`src/rtl/commit_log_pkg.sv`:
```
// rtl/commit_log_pkg.sv - shared types and codes for the commit-trace log controller
//   state_t      : controller states (RUN, DRAIN, HALTED)
//   CAUSE_*      : halt_cause encodings
//   KIND_*       : log_kind encodings
//   commit_rec_t : one commit record {pc, wdata, kind} at the default 64-bit width
package commit_log_pkg;

    localparam int REC_DATA_W = 64;

    typedef enum logic [1:0] {
        ST_RUN    = 2'd0,
        ST_DRAIN  = 2'd1,
        ST_HALTED = 2'd2
    } state_t;

    localparam logic [1:0] CAUSE_NONE   = 2'd0;
    localparam logic [1:0] CAUSE_EBREAK = 2'd1;
    localparam logic [1:0] CAUSE_BADPC  = 2'd2;
    localparam logic [1:0] CAUSE_WDOG   = 2'd3;

    localparam logic KIND_NORMAL = 1'b0;
    localparam logic KIND_BADPC  = 1'b1;

    typedef struct packed {
        logic [REC_DATA_W-1:0] pc;
        logic [REC_DATA_W-1:0] wdata;
        logic                  kind;
    } commit_rec_t;

endpackage

```
`src/rtl/commit_log_fifo.sv`:
```
// rtl/commit_log_fifo.sv - synchronous record FIFO for the commit log
//   clock, reset        : rising-edge clock, asynchronous active-low reset
//   i_push, i_wdata     : write request and record; ignored while full unless popping the same cycle
//   i_pop               : read request; ignored while empty
//   o_rdata             : record at the read pointer (valid while !o_empty)
//   o_full, o_empty     : occupancy flags
//   o_count             : occupancy, $clog2(DEPTH)+1 bits
module commit_log_fifo #(
    parameter int WIDTH = 129,
    parameter int DEPTH = 8
) (
    input  logic                     clock,
    input  logic                     reset,
    input  logic                     i_push,
    input  logic [WIDTH-1:0]         i_wdata,
    input  logic                     i_pop,
    output logic [WIDTH-1:0]         o_rdata,
    output logic                     o_full,
    output logic                     o_empty,
    output logic [$clog2(DEPTH):0]   o_count
);

    localparam int AW    = $clog2(DEPTH);
    localparam int CNT_W = AW + 1;

    logic [WIDTH-1:0] r_mem [DEPTH];
    logic [AW-1:0]    r_wr_ptr;
    logic [AW-1:0]    r_rd_ptr;
    logic [CNT_W-1:0] r_count;
    logic             w_push;
    logic             w_pop;

    assign o_full  = (r_count == CNT_W'(DEPTH));
    assign o_empty = (r_count == '0);
    assign o_count = r_count;
    assign o_rdata = r_mem[r_rd_ptr];

    assign w_pop  = i_pop && !o_empty;
    // A full FIFO still takes a push when the head leaves in the same cycle.
    assign w_push = i_push && (!o_full || w_pop);

    always_ff @(posedge clock or negedge reset) begin
        if (!reset) begin
            r_wr_ptr <= '0;
            r_rd_ptr <= '0;
            r_count  <= '0;
            for (int i = 0; i < DEPTH; i++) begin
                r_mem[i] <= '0;
            end
        end else begin
            if (w_push) begin
                r_mem[r_wr_ptr] <= i_wdata;
                r_wr_ptr        <= r_wr_ptr + AW'(1);
            end
            if (w_pop) begin
                r_rd_ptr <= r_rd_ptr + AW'(1);
            end
            case ({w_push, w_pop})
                2'b10:   r_count <= r_count + CNT_W'(1);
                2'b01:   r_count <= r_count - CNT_W'(1);
                default: r_count <= r_count;
            endcase
        end
    end

endmodule

```
`src/rtl/commit_log_ctrl.sv`:
```
// rtl/commit_log_ctrl.sv - commit-trace buffer, sink drain and drain-then-halt stop control
//   clock, reset                       : rising-edge clock, asynchronous active-low reset
//   commit_valid/pc/wdata, ebreak      : commit stage inputs
//   log_valid/ready/pc/wdata/kind      : record stream to the log sink
//   halt, halt_cause                   : sticky stop request and its reason
//   heartbeat                          : one-cycle progress pulse (built only with COMMIT_LOG_HEARTBEAT_EN)
//   drop_count                         : saturating count of commits lost to a full FIFO
module commit_log_ctrl
    import commit_log_pkg::*;
#(
    parameter int                 DATA_W     = 64,
    parameter int                 DEPTH      = 8,
    parameter logic [DATA_W-1:0]  PC_LOW     = DATA_W'(64'h3000_0000),
    parameter logic [31:0]        WDOG_LIMIT = 32'd400_000_000,
    parameter logic [31:0]        HB_PERIOD  = 32'h0030_0000
) (
    input  logic              clock,
    input  logic              reset,
    input  logic              commit_valid,
    input  logic [DATA_W-1:0] commit_pc,
    input  logic [DATA_W-1:0] commit_wdata,
    input  logic              ebreak,
    output logic              log_valid,
    input  logic              log_ready,
    output logic [DATA_W-1:0] log_pc,
    output logic [DATA_W-1:0] log_wdata,
    output logic              log_kind,
    output logic              halt,
    output logic [1:0]        halt_cause,
    output logic              heartbeat,
    output logic [15:0]       drop_count
);

    localparam int REC_W = 2 * DATA_W + 1;
    localparam int CNT_W = $clog2(DEPTH) + 1;

    state_t           r_state;
    logic             r_halt;
    logic [1:0]       r_halt_cause;
    logic [15:0]      r_drop_count;
    logic [31:0]      r_wdog_cnt;

    logic             w_run;
    logic             w_kind;
    logic             w_push;
    logic             w_pop;
    logic             w_drop;
    logic             w_full;
    logic             w_empty;
    logic             w_last_pop;
    logic [CNT_W-1:0] w_count;
    logic [REC_W-1:0] w_rdata;

    assign w_run  = (r_state == ST_RUN);
    assign w_kind = (commit_pc < PC_LOW) ? KIND_BADPC : KIND_NORMAL;
    assign w_push = w_run && commit_valid;
    assign w_pop  = log_valid && log_ready;
    assign w_drop = w_push && w_full && !w_pop;
    // True when the FIFO is empty after this edge; no pushes happen while draining.
    assign w_last_pop = w_empty || ((w_count == CNT_W'(1)) && w_pop);

    commit_log_fifo #(
        .WIDTH (REC_W),
        .DEPTH (DEPTH)
    ) u_fifo (
        .clock   (clock),
        .reset   (reset),
        .i_push  (w_push),
        .i_wdata ({commit_pc, commit_wdata, w_kind}),
        .i_pop   (w_pop),
        .o_rdata (w_rdata),
        .o_full  (w_full),
        .o_empty (w_empty),
        .o_count (w_count)
    );

    assign log_valid  = !w_empty;
    assign log_pc     = w_rdata[REC_W-1 -: DATA_W];
    assign log_wdata  = w_rdata[DATA_W:1];
    assign log_kind   = w_rdata[0];
    assign halt       = r_halt;
    assign halt_cause = r_halt_cause;
    assign drop_count = r_drop_count;

    always_ff @(posedge clock or negedge reset) begin
        if (!reset) begin
            r_state      <= ST_RUN;
            r_halt       <= 1'b0;
            r_halt_cause <= CAUSE_NONE;
            r_drop_count <= '0;
            r_wdog_cnt   <= '0;
        end else begin
            case (r_state)
                ST_RUN: begin
                    r_wdog_cnt <= r_wdog_cnt + 32'd1;
                    if (w_drop && (r_drop_count != 16'hFFFF)) begin
                        r_drop_count <= r_drop_count + 16'd1;
                    end
                    if (commit_valid && (w_kind == KIND_BADPC)) begin
                        r_halt_cause <= CAUSE_BADPC;
                        r_state      <= ST_DRAIN;
                    end else if (ebreak) begin
                        r_halt_cause <= CAUSE_EBREAK;
                        r_state      <= ST_DRAIN;
                    end else if (r_wdog_cnt >= WDOG_LIMIT) begin
                        r_halt_cause <= CAUSE_WDOG;
                        r_state      <= ST_DRAIN;
                    end
                end
                ST_DRAIN: begin
                    if (w_last_pop) begin
                        r_state <= ST_HALTED;
                        r_halt  <= 1'b1;
                    end
                end
                ST_HALTED: begin
                    r_halt <= 1'b1;
                end
                default: begin
                    r_state <= ST_HALTED;
                    r_halt  <= 1'b1;
                end
            endcase
        end
    end

`ifdef COMMIT_LOG_HEARTBEAT_EN
    logic [31:0] r_hb_cnt;
    logic        r_heartbeat;

    always_ff @(posedge clock or negedge reset) begin
        if (!reset) begin
            r_hb_cnt    <= '0;
            r_heartbeat <= 1'b0;
        end else begin
            r_heartbeat <= 1'b0;
            if (w_run) begin
                if (r_hb_cnt == HB_PERIOD - 32'd1) begin
                    r_hb_cnt    <= '0;
                    r_heartbeat <= 1'b1;
                end else begin
                    r_hb_cnt <= r_hb_cnt + 32'd1;
                end
            end
        end
    end

    assign heartbeat = r_heartbeat;
`else
    logic w_unused_hb_period;
    assign w_unused_hb_period = ^HB_PERIOD;
    assign heartbeat          = 1'b0;
`endif

endmodule

```
`config.mk`:
```
export PLATFORM = sky130hd
export DESIGN_NAME = commit_log_ctrl
export DESIGN_NICKNAME = d
export VERILOG_FILES = /design/src/rtl/commit_log_pkg.sv /design/src/rtl/commit_log_fifo.sv /design/src/rtl/commit_log_ctrl.sv
export SDC_FILE = /design/constraint.sdc
export NUM_CORES = 2
export LEC_CHECK = 0
export CORE_UTILIZATION = 40
export CTS_BUF_LIST = sky130_fd_sc_hd__clkbuf_4 sky130_fd_sc_hd__clkbuf_8 sky130_fd_sc_hd__clkbuf_16
export DETAILED_ROUTE_END_ITERATION = 7
export GPL_TIMING_DRIVEN = 0
export PLACE_DENSITY_LB_ADDON = 0.2
export SLEW_MARGIN = 20
export SYNTH_ARGS = -nofsm -noshare
export SYNTH_HDL_FRONTEND = slang
export SYNTH_HIERARCHICAL = 1
export SYNTH_SLANG_ARGS = --single-unit
```
`constraint.sdc`:
```
create_clock -name clock -period 6.7 [get_ports clock]
set_clock_uncertainty 0.05 [all_clocks]
set_input_delay 1.005 -clock clock [delete_from_list [all_inputs] [get_ports clock]]
set_output_delay 1.005 -clock clock [all_outputs]
set_load 0.05 [all_outputs]
```
==> out/summary.txt <==
Status = complete, no violations
CTS tree = yes
Post_cts resized = 0
Nets@finish = 3490
Setup bufs post-CTS = 0
Post-CTS Hold Buffers = 0
Worst setup SP type = register
Slew of the pin with the lowest slew margin = 1110 ps
Leak = 0.0262 uW
Layout overhead on the synthesized area = 18.9%
Full die area = 125000 sq um
Syn Inst Count = 2939
Aggregate global-route resource usage = 20.3%
# DRC = 0
Area contributors post-synth = dfrtp_1 (55%), mux2_2 (26%), mux4_2 (12%)
Syn_nets = 3081
Flop2flop setup slack = 2950 ps
Max Cap Violations = 0
Post-DP HPWL = 82.6 mm
Die H = 354 um
Core area = 122000 sq um
Top cell type's share of synthesized area = 55.4%
Mapped Area = 49400 sq um
Setup TNS = 0 ps
Final setup viols = 0
Initial antenna violation count = 15
Period utilization = 83.7%
Largest net degree at the start of global routing = 160
Synthesized area per cell = 16.8 sq um
RSZ-0062 raised after global routing = false
Vias in the first global route = 31100
Post-route design area = 58800 sq um
CP Data Arrival Time = 4550 ps
Final wirelength = 125 mm
Reg clk slew, reported paths = 60 ps
Detail Route Antenna Nets = 0
Skew-Pair Late Insertion Delay = 700 ps
Critical path class = register to output pin
Main synth FF type = dfrtp_1
Slew Limit Fails = 0
Synth warnings = 6
Port-buffer cells = 281
Root Buffer = clkbuf_16
Sequential-to-total area share from yosys stat = 55.4%
Worst vdd ir = 0.506 mV
Timing-limited maximum frequency = 178 MHz
Max Buffers Root-to-Sink = 3
Placed inst area = 54500 sq um
Hold Vio Cnt, Final = 0
Multi-input gate area = 20500 sq um
DR iter-0 viols = 1325
Vias/cell = 5.45
Register bit total from synthesis = 1095
Async SR Flop Fraction = 100%
CP endpoint kind = output pin
Rows = 128
Grt ovf = 0
Leading area contributor after synthesis = dfrtp_1
Pre-Repair DR Iteration Count = 5
WL per Instance = 24.7 um
Ports = 283
First-pass GRT wire length = 193 mm
Post-synth EDFFs = 0
Worst Path Required = 5640 ps
Slew headroom = 25.7%
Power density over the cells = 551 nW/um^2
Area occupied by registers = 27400 sq um
H-tree levels = 3
Fill cell count = 10300
Fin util = 48.1%
Num CTS Buffers = 119
Starting Density = 40.5%
Die width = 354 um
Worst Hold Class = input port to async pin
Post-synth cell types = 62
Routability cong. = 0.772
Final min period = 5610 ps
Layout cell share with drive strength beyond 1 = 51.6%
Worst Path Max Fanout = 11
Total number of vias = 27700
Clk sink count = 1095
## per-stage QoR
| stage | worst slack [ps] | total power, uW | instances | hold WS, ps |
|---|---|---|---|---|
| floorplan | 3250 | 21000 | 2939 | 393 |
| finish | 1090 | 32400 | 5078 | 194 |
| CTS | 825 | 32800 | 5073 | 199 |
| global route | 737 | 34000 | 5075 | 216 |
| global placement | -41590 | 25200 | 4845 | 412 |
| detailed placement | 1610 | 25700 | 4852 | 422 |
## cell type report
type                       count  share of cell area (%)
sequential                  1095                    46.6
antenna                        5                  0.0213
buffer                       188                    2.46
clock inverter                50                    1.16
tap                         1625                    3.46
timing repair buffer         288                    5.14
inverter                      13                  0.0830
multi-input combinational   1643                    34.9
clock buffer                 171                    6.12
## cells in the mapped netlist (6+ instances only)
cell type  count
inv_1         13
nand4_1       13
nor4_1        11
nand2_1       27
buf_6         69
buf_4         14
xor2_1        15
xnor2_1       36
nand3_1       19
buf_2         43
clkbuf_1      40
dfrtp_1     1095
and3_1         6
ha_1           8
mux4_2       258
nor2_1        15
buf_1         12
buf_8         10
mux2_1        34
mux2_2      1130
## power breakdown
part	total, uW	internal, uW	switching, uW
logic	14400	6960	7450
clock network	7010	4330	2680
registers	11000	9540	1460
## state kept, by name (all words and copies together) (netlist names)
register,cells
u_fifo/r_mem,1032
r_wdog_cnt,32
drop_count,16
u_fifo/o_count,4
u_fifo/r_rd_ptr,3
u_fifo/r_wr_ptr,3
halt_cause,2
r_state,2
halt,1
## critical path, cell delays in order, from the launching register on
cell and delay [ps]:
dfrtp_1 340, clkbuf_1 460, clkbuf_1 800, buf_2 540, mux4_2 580, mux2_2 280
clkdlybuf4s50_1 840
## routing by layer
| layer | track usage, % | up-vias | routed length, um |
|---|---|---|---|
| met1 | 26.3 | 15000 | 53300 |
| met3 | 4.31 | 243 | 6000 |
| li1 | - | 11900 | - |
| met5 | 0 | - | 107 |
| met2 | 34.2 | 541 | 62500 |
| met4 | 6.06 | 16 | 3500 |
## path summary, 6_finish.rpt
kind                               startpoint                end  cells past startpoint
max                        u_fifo/r_rd_ptr[0]         log_pc[24]                      6
min                                     reset  u_fifo/r_mem[935]                      1
max reg2reg                 u_fifo/o_count[0]  u_fifo/o_count[3]                     11
min reg2reg                              halt               halt                      1
max in group asynchronous               reset  u_fifo/r_mem[235]                      4
min in group clock                       halt               halt                      1
## kinds of logic (layout without fill, tap and decap cells)
kind of cell / count (synthesis) / after routing / share of synthesized area (%)
flops: 1095 / 1095 / 55.4
fa+ha+maj: 9 / 9 / 0.243
simple gates: 130 / 130 / 1.60
xor+xnor: 51 / 51 / 0.904
other cells: 1 / 6 / 0.00759
buf+inv: 201 / 710 / 3.02
compound gates: 29 / 29 / 0.519
mux: 1423 / 1423 / 38.3
## placed cells by master, fill, tap and decap left out, types with 5 or more instances in the layout
master,netlist,layout
nand4_1,13,13
ha_1,8,8
inv_1,13,13
buf_2,43,43
mux4_2,258,258
clkbuf_16,0,124
xor2_1,15,15
clkbuf_2,0,5
clkbuf_8,0,23
nor4_1,11,11
nand2_1,27,27
buf_1,12,11
dfrtp_1,1095,1095
clkbuf_1,40,36
buf_4,14,14
buf_8,10,10
clkdlybuf4s50_1,0,280
buf_16,0,8
mux2_2,1130,1130
clkbuf_4,0,24
xnor2_1,36,36
buf_6,69,69
nor2_1,15,15
clkinv_2,0,26
bufinv_16,0,16
nand3_1,19,19
and3_1,6,6
clkinvlp_4,0,6
diode_2,0,5
mux2_1,34,34
Power figures use the tool's default switching activity.
